### config.mk
export PLATFORM = sky130hd
export DESIGN_NAME = mux_rr_arbiter
export DESIGN_NICKNAME = d
export VERILOG_FILES = /design/src/rtl/mux_arb_pkg.sv /design/src/rtl/rr_pick.sv /design/src/rtl/mux_rr_arbiter.sv
export SDC_FILE = /design/constraint.sdc
export NUM_CORES = 1
export LEC_CHECK = 0
export BUFFER_PORTS_ARGS = -buffer_cell sky130_fd_sc_hd__buf_2
export CAP_MARGIN = 20
export CORE_MARGIN = 2
export CORE_UTILIZATION = 39
export CTS_CLUSTER_SIZE = 30
export DETAILED_ROUTE_END_ITERATION = 16
export PLACE_DENSITY = 0.82
export SYNTH_ARGS = -nofsm -noshare
export SYNTH_HDL_FRONTEND = slang
export SYNTH_SLANG_ARGS = --single-unit
### constraint.sdc
create_clock -name clk -period 1.5 [get_ports clk]
set_clock_uncertainty 0.05 [all_clocks]
set_input_delay 0.15 -clock clk [delete_from_list [all_inputs] [get_ports clk]]
set_output_delay 0.15 -clock clk [all_outputs]
set_load 0.005 [all_outputs]
### src/rtl/mux_arb_pkg.sv
// Shared definitions for the round-robin mux arbiter: FSM state encoding and a width helper.
package mux_arb_pkg;

    localparam logic ST_IDLE  = 1'b0;
    localparam logic ST_GRANT = 1'b1;

    typedef enum logic {
        S_IDLE  = ST_IDLE,
        S_GRANT = ST_GRANT
    } state_t;

    function automatic int clog2(input int value);
        int result;
        result = 0;
        while ((1 << result) < value) begin
            result = result + 1;
        end
        return result;
    endfunction

endpackage

### src/rtl/rr_pick.sv
// Combinational round-robin picker: first eligible index searching upward from ptr+1, wrapping.
module rr_pick import mux_arb_pkg::*; #(
    parameter int N     = 4,
    parameter int SEL_W = clog2(N)
) (
    input  logic [N-1:0]     elig,
    input  logic [SEL_W-1:0] ptr,
    output logic             found,
    output logic [SEL_W-1:0] idx
);

    logic [SEL_W-1:0] cand;

    always_comb begin
        found = 1'b0;
        idx   = '0;
        cand  = '0;
        // Farthest candidate first, so the nearest eligible one after ptr is written last.
        for (int k = N; k >= 1; k--) begin
            cand = SEL_W'((int'(ptr) + k) % N);
            if (elig[cand]) begin
                found = 1'b1;
                idx   = cand;
            end
        end
    end

endmodule

### src/rtl/mux_rr_arbiter.sv
// Round-robin arbiter driving a shared word mux, with a registered output word.
// Define MUX_RR_ARBITER_TIMEOUT_EN to bound each grant to MAX_HOLD cycles.
module mux_rr_arbiter import mux_arb_pkg::*; #(
    parameter int  N        = 4,
    parameter int  W        = 8,
    parameter int  MAX_HOLD = 16,
    localparam int SEL_W    = clog2(N)
) (
    input  logic             clk,
    input  logic             rst_n,
    input  logic [N-1:0]     req,
    input  logic [N*W-1:0]   data_in,
    output logic [N-1:0]     gnt,
    output logic [SEL_W-1:0] sel,
    output logic [W-1:0]     data_out,
    output logic             valid_out,
    output logic             busy,
    output logic             timeout
);

    if (N < 2 || N > 8 || MAX_HOLD < 2) begin : g_bad_params
        $error("mux_rr_arbiter: N must be 2..8 and MAX_HOLD at least 2");
    end

    state_t           state_q, state_d;
    logic [N-1:0]     gnt_q, gnt_d;
    logic [SEL_W-1:0] sel_q, sel_d;
    logic [SEL_W-1:0] ptr_q, ptr_d;
    logic [W-1:0]     data_q, data_d;
    logic             valid_q, valid_d;
    logic [N-1:0]     elig;
    logic             pick_found;
    logic [SEL_W-1:0] pick_idx;
    logic [W-1:0]     words [N];

    for (genvar i = 0; i < N; i++) begin : g_words
        assign words[i] = data_in[i*W +: W];
    end

`ifdef MUX_RR_ARBITER_TIMEOUT_EN
    localparam int CNT_W = clog2(MAX_HOLD + 1);
    logic [CNT_W-1:0] cnt_q, cnt_d;
    logic [N-1:0]     mask_q, mask_d;
    logic             timeout_q, timeout_d;

    // A timed-out requester stays ineligible until it drops req.
    assign elig = req & ~mask_q;
`else
    assign elig = req;
`endif

    rr_pick #(.N(N), .SEL_W(SEL_W)) u_pick (
        .elig  (elig),
        .ptr   (ptr_q),
        .found (pick_found),
        .idx   (pick_idx)
    );

    always_comb begin
        state_d = state_q;
        gnt_d   = gnt_q;
        sel_d   = sel_q;
        ptr_d   = ptr_q;
        data_d  = data_q;
        valid_d = valid_q;
`ifdef MUX_RR_ARBITER_TIMEOUT_EN
        cnt_d     = cnt_q;
        mask_d    = mask_q & req;
        timeout_d = 1'b0;
`endif
        case (state_q)
            S_IDLE: begin
                if (pick_found) begin
                    gnt_d           = '0;
                    gnt_d[pick_idx] = 1'b1;
                    sel_d           = pick_idx;
                    state_d         = S_GRANT;
`ifdef MUX_RR_ARBITER_TIMEOUT_EN
                    cnt_d = '0;
`endif
                end
            end
            S_GRANT: begin
                data_d  = words[sel_q];
                valid_d = 1'b1;
                // A normal release takes priority over a timeout on the same cycle.
                if (!req[sel_q]) begin
                    gnt_d   = '0;
                    valid_d = 1'b0;
                    ptr_d   = sel_q;
                    state_d = S_IDLE;
                end
`ifdef MUX_RR_ARBITER_TIMEOUT_EN
                else if (cnt_q == CNT_W'(MAX_HOLD - 1)) begin
                    gnt_d         = '0;
                    valid_d       = 1'b0;
                    timeout_d     = 1'b1;
                    mask_d[sel_q] = 1'b1;
                    ptr_d         = sel_q;
                    state_d       = S_IDLE;
                end else begin
                    cnt_d = cnt_q + 1'b1;
                end
`endif
            end
            default: state_d = S_IDLE;
        endcase
    end

    always_ff @(posedge clk or negedge rst_n) begin
        if (!rst_n) begin
            state_q <= S_IDLE;
            gnt_q   <= '0;
            sel_q   <= '0;
            ptr_q   <= SEL_W'(N - 1);
            data_q  <= '0;
            valid_q <= 1'b0;
`ifdef MUX_RR_ARBITER_TIMEOUT_EN
            cnt_q     <= '0;
            mask_q    <= '0;
            timeout_q <= 1'b0;
`endif
        end else begin
            state_q <= state_d;
            gnt_q   <= gnt_d;
            sel_q   <= sel_d;
            ptr_q   <= ptr_d;
            data_q  <= data_d;
            valid_q <= valid_d;
`ifdef MUX_RR_ARBITER_TIMEOUT_EN
            cnt_q     <= cnt_d;
            mask_q    <= mask_d;
            timeout_q <= timeout_d;
`endif
        end
    end

    assign gnt       = gnt_q;
    assign sel       = sel_q;
    assign data_out  = data_q;
    assign valid_out = valid_q;
    assign busy      = (state_q == S_GRANT);
`ifdef MUX_RR_ARBITER_TIMEOUT_EN
    assign timeout = timeout_q;
`else
    assign timeout = 1'b0;
`endif

endmodule

# After elaboration in Yosys (flattened, before gate mapping)
# Cells that the tools add are included.
totals:
  register_bits: 18
  output_inout_bits: 17
op_classes:
  add_sub_neg: 4
  magnitude_cmp: 8
  eq_ne: 2
  n_mux: 29
  bitwise: 3
  reduce_logical: 4
ops:
  columns: ["cell", "count"]
  rows:
  - ["$lt A2 B3 Y1 const B", 6]
  - ["$bmux W8 S2", 1]
  - ["$mux W8", 2]
  - ["$mux W1", 12]
  - ["$bmux W1 S2", 5]
  - ["$mux W2", 4]
  - ["$mux W4", 2]
  - ["$pmux W4 S2", 1]
  - ["$reduce_and A2 Y1", 3]
  - ["$add A2 B1 Y2 const B", 2]
  - ["$add A2 B2 Y2 const B", 2]
  - ["$ne A2 B2 Y1 const B", 2]
  - ["$ge A3 B3 Y1 const B", 1]
  - ["$not A2 Y3", 1]
  - ["$demux W1 S2", 1]
  - ["$ge A2 B1 Y1 const B", 1]
  - ["$not A1 Y1", 2]
  - ["$pmux W1 S2", 1]
  - ["$logic_and A1 B1 Y1", 1]

# Logic depth before layout (Yosys ltp)
depth:
  word_depth: 13
  ltp_mapped: 4

# By module
# From an unflattened synthesis, not the netlist that was laid out.
hier_totals:
  cells_unflattened: 87
  hier_area_um2: 1103.6
by_module_without_submodules:
  columns: ["mod", "instances", "cells_per_inst", "area_each_um2", "seq_area_each_um2"]
  rows:
  - ["mux_rr_arbiter", 1, 73, 1012.2, 452.9]
  - ["rr_pick", 1, 14, 91.3, 0.0]

# Worst setup path before layout
# No wires, ideal clock.
synth_timing:
  path_kind: "reg2reg"
  startpoint: "reg sel_q[0] (netlist: sel[0])"
  endpoint: "reg data_q[0] (netlist: data_out[0])"
  arrival_time_ns: 1.425
  path_slack_ns: -0.099
  stages_incl_launch_ff: 4
  n_path_buf: 1
  period_less_slack_ns: 1.599
  path_cell_list: "dfrtp_1 > buf_2 > mux4_2 > mux2_2"
synth_between:
  elab_chain_len: 4
synth_rtl:
  columns: ["item", "line_no", "source"]
  rows:
  - ["start, declared", "mux_rr_arbiter.sv:27", "logic [SEL_W-1:0] sel_q, sel_d;"]
  - ["start signal, assigned", "mux_rr_arbiter.sv:126", "sel_q <= sel_d;"]
  - ["$not A2 Y3 (implied by the code)", "mux_rr_arbiter.sv:84", "data_d = words[sel_q];"]
  - ["$bmux W8 S2", "mux_rr_arbiter.sv:84", null]
  - ["$mux W8 (implied by the code) (2 in series)", "mux_rr_arbiter.sv:84", null]
  - ["end signal, assigned", "mux_rr_arbiter.sv:128", "data_q <= data_d;"]
  - ["end, declared", "mux_rr_arbiter.sv:29", "logic [W-1:0] data_q, data_d;"]
# No other way between the ends. The select of a mux whose other input is x is not followed.
# A chain may end at the register's enable or synchronous reset.

# Final worst setup path
layout_timing:
  startpoint: "reg sel_q[0] (netlist: sel[0])"
  endpoint: "reg data_q[6] (netlist: data_out[6])"
# The elaborated chain is that of the path after synthesis.

==> flow_summary.toml <==
[drt]
drt_wl_total_mm = 2.377
drc = 0
antenna_left = 0
wl_per_cell_um = 14.15
drt_iter0_markers = 16
vias_per_cell = 5.381
num_vias = 904
drt_pass1_iterations = 4

[critical_path]
cp-end-kind = "flip-flop"
reg2reg_from = "sel[0]"
r2r_cells = 3
r2r-end = "data_out[6]"
startpoint_type = "flip-flop"
critPathKind = "reg2reg"
worstPathArrival_ns = 1.69
regToRegSetupSlack_ns = -0.06
crit_fanout = 9
worstPathRequired_ns = 1.63

[synth]
yosysMostFrequentCell = "dfrtp_1"
ys_ff_latch = 18
synth_area_mm2 = 0.001021
ys.flop_type = "dfrtp_1"
yosys.cell_types.count = 26
synth_top_area_cell = "dfrtp_1"
syn_nets = 113
yosysSeqAreaShare_pct = 44.36
ys_warn_count = 0
synth-edff-count = 0
synthArstFlopShare_pct = 100.0
syn_avg_cell_area_um2 = 13.61
synth_area_leaders = "dfrtp_1 39%, mux4_2 20%, mux2_2 12%, dfstp_2 5.1%, o41ai_4 2.7%"
syn-instance-count = 75
yosys-top-cells-count = "16 x dfrtp_1, 11 x mux2_2, 9 x mux4_2"
synth_top_area_share_pct = 39.22

[placed_design]
hpwl_mm = 1.928
port_buffers = 53
gp_congestion = 0.8505

[floorplanning]
start_util_pct = 41.21
core_mm2 = 0.002477
die_x_um = 55.17
ioPinCount = 55
die-area_mm2 = 0.003043
rows = 18
die_y_um = 55.17

[cells_and_area]
post-route-util_pct = 58.13
multi_input_area_um2 = 558.0
regArea_um2 = 452.9
area_growth_pct = 41.05
drive_above_1_share_pct = 69.57
antenna_cells = 0
fillers = 221
final_nets = 178

[clock_network]
htreeDepth = 1
clk_latency_ns = 0.28
cts_buffer_depth = 2
cts_root_buf = "clkbuf_4"
cts_made_buffers = 3
clk_pin_slew_worst_paths_ns = 0.09
cts_tree = "done"
cts_num_sinks = 18

[timing]
slew_viol_final = 0
setup_viol = 11
tns_ns = -0.4627
finalCriticalPeriod_ns = 1.565
fmaxAchievable_mhz = 639.2
hold_viol = 0
setup_ws_ns = -0.06457
rsz0062_at_grt = "yes"
hold_slack_ns = 0.2526
fin_crit_sh_pct = 104.3

[grt]
grt_max_degree = 19
grt_pass1_wl_mm = 3.560
antenna_found_initial = 0
grt_overflow_total = 0
grt_pass1_vias = 868
grtUsageTotal_pct = 17.19

[status]
outcome = "finished with violations"
violations = "negative setup slack"

[min_path]
min-delay-path-class = "in2reg"
hold_depth = 3
min_to = "data_out[1]"
min-delay-start = "data_in[25]"

[power_and_ir_drop]
p_leak_nw = 0.6980
max-vdd-ir-drop_v = 0.001017
p_per_area_mw_per_mm2 = 1866
p_total_mw = 2.687

[job]
cap_violations = 0
[flip-flops by register name, summed over array words and instances, names as in the netlist]
| name | flops |
|---|---|
| busy | 1 |
| data_out | 8 |
| gnt | 4 |
| ptr_q | 2 |
| sel | 2 |
| valid_out | 1 |
[kinds of logic after synthesis]
kind of cell / share of synthesized area, %
buf+inv: 3.430
flops: 44.36
compound gates: 11.52
other cells: 0.3673
simple gates: 7.354
mux: 32.97
[routing by layer]
metal | share of wire [%] | GRT usage (%) | wire length, um | vias to the layer above
li1 | - | - | - | 417
met1 | 36 | 19.13 | 866 | 444
met2 | 56 | 31.15 | 1332 | 39
met3 | 6.3 | 2.688 | 150 | 4
met4 | 1.1 | 9.350 | 27 | 0
met5 | 0 | 0 | 0 | -
[final cells by class]
type                            count  share of cell area (%)
Multi-Input combinational cell     49                   38.75
Tap cell                           30                   2.606
Inverter                            4                   1.043
Sequential cell                    18                   31.45
Clock buffer                        3                   1.564
Timing Repair Buffer               64                   24.59
[cell usage in the layout, fill, tap and decap left out]
master          n
o41ai_4         1
dfstp_2         2
nand2b_4        1
nand2b_1        1
nand2_1         5
a21oi_1         2
clkbuf_4        3
inv_1           4
buf_2          53
dfrtp_1        16
a211oi_1        1
mux2i_1         1
o221a_2         1
nand3_2         2
dlygate4sd3_1   1
buf_6           1
buf_4           9
and3_4          2
o21ai_0         4
nor3b_1         1
conb_1          1
o31ai_1         1
mux4_2          9
o221ai_1        1
mux2_2         11
nor2b_1         1
a31o_1          2
o31ai_2         1
[per-stage QoR]
step           setup slack, ns  std cells  area, um^2
2_1_floorplan         -0.03933         75        1033
3_3_place_gp         -0.009445        162        1374
3_5_place_dp          -0.05359        162        1374
4_1_cts               -0.06998        166        1425
5_1_grt                -0.1219        168        1440
6_report              -0.06457        168        1440
[critical path: stages, from the launching register on]
cell	delay (ns)
dfrtp_1	0.38
buf_4	0.22
mux4_2	0.53
mux2_2	0.28
[worst max path at each step]
stage	slack (ns)	endpoint	from
2_1_floorplan	-0.04	gnt[3]	sel[0]
3_3_place_gp	-0.009	gnt[2]	sel[0]
3_5_place_dp	-0.05	data_out[6]	sel[0]
4_1_cts	-0.07	data_out[6]	sel[0]
5_1_grt	-0.12	data_out[7]	sel[0]
6_report	-0.06	data_out[6]	sel[0]
[power breakdown]
| part | leakage (nW) | total (mW) | switching [mW] | internal, mW |
|---|---|---|---|---|
| sequential | 0.215 | 0.896 | 0.148 | 0.747 |
| combinational | 0.469 | 1.56 | 0.644 | 0.919 |
| clock | 0.0138 | 0.228 | 0.135 | 0.0932 |
| total | 0.698 | 2.69 | 0.928 | 1.76 |
[repair_timing]
| action | CTS | global route |
|---|---|---|
| hold buffers | 1 | 0 |
| setup endpoints to repair | 12 | 15 |
| gates resized for setup | 4 | 0 |
| endpoints found under the hold margin | 16 | 0 |
| buffers inserted | 0 | 2 |
Power figures use the tool's default switching activity.
